File: config.mk
export PLATFORM = sky130hd
export DESIGN_NAME = uart_tx_arb
export DESIGN_NICKNAME = d
export VERILOG_FILES = /design/src/rtl/uart_tx_arb.sv
export SDC_FILE = /design/constraint.sdc
export NUM_CORES = 1
export LEC_CHECK = 0
export BUFFER_PORTS_ARGS = -buffer_cell sky130_fd_sc_hd__buf_2
export CAP_MARGIN = 15
export CORE_MARGIN = 2
export CORE_UTILIZATION = 45
export DETAILED_ROUTE_END_ITERATION = 10
export GPL_TIMING_DRIVEN = 0
export PLACE_DENSITY = 0.77
export SYNTH_ARGS = -nofsm -noshare
export SYNTH_HDL_FRONTEND = slang
export SYNTH_SLANG_ARGS = --single-unit
File: constraint.sdc
create_clock -name clk -period 3.4 [get_ports clk]
set_clock_uncertainty 0.2 [all_clocks]
set_input_delay 0.17 -clock clk [delete_from_list [all_inputs] [get_ports clk]]
set_output_delay 0.17 -clock clk [all_outputs]
set_load 0.02 [all_outputs]
File: src/rtl/uart_tx_arb.sv
// uart_tx_arb: shares one UART byte transmitter among N requesters.
// Pending requests are granted round-robin. A grant launches one frame
// with a single-cycle tx_start strobe. The arbiter then waits for tx_busy
// to rise and then fall, and holds off for a fixed idle gap before the
// next launch. err is a sticky flag that is set when the transmitter
// never raises tx_busy after a launch.
// Optional feature macro: UART_ARB_FIXED_PRIO_EN. When it is defined, the
// lowest-index request always wins and the round-robin pointer is held at 0.
module uart_tx_arb #(
  parameter int unsigned N        = 4,
  parameter int unsigned IW       = 2,
  parameter int unsigned GAP_CYC  = 16,
  parameter int unsigned START_TO = 64
) (
  input  logic              clk,
  input  logic              rst,
  input  logic [N-1:0]      req,
  input  logic [8*N-1:0]    req_data,
  output logic [N-1:0]      ack,
  output logic [7:0]        tx_data,
  output logic              tx_start,
  input  logic              tx_busy,
  output logic              busy,
  output logic [IW-1:0]     grant_idx,
  output logic              err,
  input  logic              err_clr
);

  localparam int unsigned MAXC = (GAP_CYC > START_TO) ? GAP_CYC : START_TO;
  localparam int unsigned CW   = $clog2(MAXC) + 1;

  typedef enum logic [1:0] {IDLE, WAIT_BUSY, WAIT_DONE, GAP} state_t;

  state_t          state;
  logic [IW-1:0]   rr;
  logic [CW-1:0]   cnt;
  logic [IW-1:0]   win;
  logic [IW-1:0]   rr_next;

  // Winner selection: first set request at or above the pointer, wrapping mod N.
  function automatic logic [IW-1:0] pick(input logic [N-1:0] r, input logic [IW-1:0] p);
    logic [IW-1:0] w;
    int            j;
    w = '0;
`ifdef UART_ARB_FIXED_PRIO_EN
    j = int'(p);
    for (int i = int'(N) - 1; i >= 0; i--) begin
      if (r[i]) w = IW'(i);
    end
`else
    // Scan from the farthest offset down so the nearest set bit wins.
    for (int i = int'(N) - 1; i >= 0; i--) begin
      j = (int'(p) + i) % int'(N);
      if (r[j]) w = IW'(j);
    end
`endif
    return w;
  endfunction

  // Combinational winner and the pointer value that follows it.
  always_comb begin
    win     = pick(req, rr);
`ifdef UART_ARB_FIXED_PRIO_EN
    rr_next = '0;
`else
    rr_next = IW'((int'(win) + 1) % int'(N));
`endif
  end

  // Arbiter FSM. Every output is registered here.
  always_ff @(posedge clk) begin
    if (rst) begin
      state     <= IDLE;
      rr        <= '0;
      cnt       <= '0;
      ack       <= '0;
      tx_data   <= '0;
      tx_start  <= 1'b0;
      busy      <= 1'b0;
      grant_idx <= '0;
      err       <= 1'b0;
    end else begin
      ack      <= '0;
      tx_start <= 1'b0;
      // A clear is overridden by a timeout set later in this block.
      if (err_clr) err <= 1'b0;
      case (state)
        IDLE: begin
          if (|req) begin
            ack       <= N'(1) << win;
            tx_start  <= 1'b1;
            tx_data   <= req_data[int'(win)*8 +: 8];
            grant_idx <= win;
            rr        <= rr_next;
            cnt       <= '0;
            busy      <= 1'b1;
            state     <= WAIT_BUSY;
          end
        end
        WAIT_BUSY: begin
          cnt <= cnt + 1'b1;
          if (tx_busy) begin
            state <= WAIT_DONE;
          end else if (cnt == CW'(START_TO - 1)) begin
            // The transmitter never started, so the byte is dropped.
            err   <= 1'b1;
            cnt   <= '0;
            state <= GAP;
          end
        end
        WAIT_DONE: begin
          if (!tx_busy) begin
            cnt   <= '0;
            state <= GAP;
          end
        end
        GAP: begin
          cnt <= cnt + 1'b1;
          if (cnt == CW'(GAP_CYC - 1)) begin
            busy  <= 1'b0;
            state <= IDLE;
          end
        end
        default: begin
          busy  <= 1'b0;
          state <= IDLE;
        end
      endcase
    end
  end

endmodule

==> flow_summary_export.csv <==
group,metric,value,unit
status,status,"complete, no violations",
drt,drt_iter0_markers,83,
die,pin_count,57,
min_path,hold_path.class,"in2reg",
synth,synth_area_leader_cell,"dfxtp_1",
synth,synth_fp_nets,216,
die,die_h,62.22,um
die,chipWidth,62.22,um
timing,rsz0062_at_grt,"false",
synth,ys_types,37,
global_route,gr-total-overflow,0,
drt,routed-via-count,1562,
flow_run,drv_cap,0,
layout,n_antenna_cell,0,
setup_path,cp.arrival,2700,ps
clock_network,clk_pin_slew,160,ps
timing,finalSetupViolations,0,
clock_network,tritoncts,"done",
synth,synth_top_area_share,0.3675,
clock_network,cts_buffer_depth,2,
setup_path,worstSetupStartpointType,"flip-flop",
min_path,holdPathEnd,"tx_data[5]",
drt,drcViolationCount,0,
layout,final_util,0.6290,
drt,via_per_inst,5.349,
drt,wire_per_inst,13.37,um
synth,synth_most_common_cell,"dfxtp_1",
synth,netlist_top_cells_area,"dfxtp_1 (37%), a211oi_1 (8.4%), nor3b_1 (7.9%)",
power,p_per_area,711.8,nW/um2
timing,fin_crit_sh,0.7828,
die,start_util,0.4644,
timing,hold_slack,4.027,ps
setup_path,r2r_end,"tx_data[7]",
setup_path,ff2ff_setup_slack,740,ps
setup_path,regToRegStartpoint,"rr[0]",
placed_design,gp_congestion,0.7723,
setup_path,worstPathCellList,"nor2b_1 -> a2111oi_4 -> buf_2 -> nor3b_1 -> a211oi_1 -> o31ai_1 -> dlygate4sd3_1",
clock_network,cts_sinks,28,
power,worst_ir_drop_vdd,0.3640,mV
synth,synth_area,1525,um2
timing,finalHoldViolCount,0,
global_route,antenna_found_initial,0,
timing,tightest_slew,647.9,ps
drt,drt_pass1_iterations,4,
timing,timing.fmax,375.7,MHz
min_path,hold_depth,3,
synth,syn_avg_cell_area,8.919,um2
global_route,grt_pass1_vias,1574,
power,p_leak,0.0008992,uW
placed_design,dp_hpwl,2733,um
setup_path,reg2reg_depth,7,
layout,nNetsFinal,292,
die,fp-row-count,21,
setup_path,cp.required,3440,ps
global_route,track_usage,0.2144,
global_route,grt_pass1_wl,6775,um
setup_path,crit_fanout,10,
timing,timing.slew.headroom,0.5641,
setup_path,slowest_delay,590,ps
synth,ys_ff_latch,28,
synth,seq_area_frac_synth,0.3675,
min_path,holdCritStartpoint,"req_data[29]",
setup_path,endpoint_kind,"flip-flop",
clock_network,clock_latency,330,ps
synth,synth_cells,171,
timing,drv_slew,0,
placed_design,port_buffers,56,
global_route,grt_max_degree,17,
timing,period_minus_slack,2662,ps
setup_path,crit_path_top_delay_cell,"a2111oi_4",
die,core_area,3284,um2
clock_network,cts-root-buf,"clkbuf_4",
synth,ys.flop_type,"dfxtp_1",
clock_network,cts_buffers,3,
synth,synth_edf_count,0,
drt,drtAntennaViolNets,0,
clock_network,htree_levels,1,
synth,ys_top_cells_by_count,"dfxtp_1 (28), a211oi_1 (17), nand2_1 (16), nor2_1 (16), nor3b_1 (16)",
timing,setup_tns,0,ps
drt,wirelength,3904,um
layout,areaGrowthSynthToFinish,35.44,%
synth,async_flop_share,0,
layout,layout-drive-gt1-share,0.2927,
die,die_area,3871,um2
setup_path,critical_path_class,"reg2reg",
synth,yosys_warnings,0,
## layout make-up
type / instances / area [um2]
inverter: 4 / 15.01
clock buffer: 3 / 22.52
fill: 299 / 1219
sequential: 28 / 560.5
buffer: 9 / 55.05
multi-input combinational: 130 / 894.6
clock inverter: 1 / 30.03
timing repair buffer: 71 / 430.4
tap: 46 / 57.56
## critical path, delay by kind of cell (launching register included)
family / cells / cell delay [ps]
AOI/OAI and AO/OA: 3 / 900
and+or+nand+nor: 2 / 180
buffers and inverters: 2 / 900
DFF: 1 / 380
## registers in the layout (all words and copies together) (netlist names)
name	count
tx_start	1
err	1
grant_idx	2
tx_data	8
ack	4
cnt	7
busy	1
rr	2
state	2
## metrics by stage
step,instances,total power [uW],instance area [um2],worst slack [ps]
after floorplan,171,996.1,1525,1496
after global placement,273,1185,1863,1275
after detailed placement,273,1198,1863,1244
after CTS,292,1471,2066,763.2
after global routing,292,1582,2066,476.2
final,292,1470,2066,738.4
## report_power, final
part | total, uW | switching [uW] | internal [uW]
clock network | 221 | 102 | 119
registers | 498 | 65.7 | 432
logic | 751 | 434 | 317
total | 1470 | 602 | 869
## worst max-delay path by stage
stage	start	cells after the start	end	slack, ps
floorplan	cnt[0]	6	state[0]	1500
CTS	rr[0]	7	tx_data[2]	760
global placement	cnt[0]	6	state[0]	1270
detailed placement	cnt[0]	6	state[0]	1240
finish	rr[0]	7	tx_data[7]	740
global route	rr[0]	7	tx_data[0]	480
## layout by cell type (no fill, tap or decap), types with 5 or more instances in the layout
cell type and count:
o31ai_1 9, a21oi_1 6, buf_2 61, dlygate4sd3_1 15
nor3_1 5, nor3b_1 16, dfxtp_1 28, nor2b_1 6
a211oi_1 17, nor2_1 16, nand2_1 16, ha_1 5
## logic make-up (layout without fill, tap and decap cells)
kind of cell / after synthesis / count (layout) / synth area share
and+or+nand+nor: 72 / 72 / 0.2617
DFF: 28 / 28 / 0.3675
muxes: 4 / 4 / 0.02625
AOI/OAI and AO/OA: 44 / 44 / 0.2289
xor gates and xnor gates: 5 / 5 / 0.02871
buffers and inverters: 13 / 88 / 0.04593
adders and majority gates: 5 / 5 / 0.04102
## routing by layer
metal | global-route usage | vias to the layer above | routed length (um)
met5 | 0 | - | 0
met4 | 0.06111 | 0 | 27
met3 | 0.04710 | 4 | 242
met2 | 0.3995 | 56 | 2034
met1 | 0.2446 | 718 | 1600
li1 | - | 784 | -
## what timing repair did
item,CTS,global route
resized for setup,0,0
hold buffers,15,0
endpoints found under the hold margin,9,0
setup buffers,0,0
(Power assumes the default switching activity.)
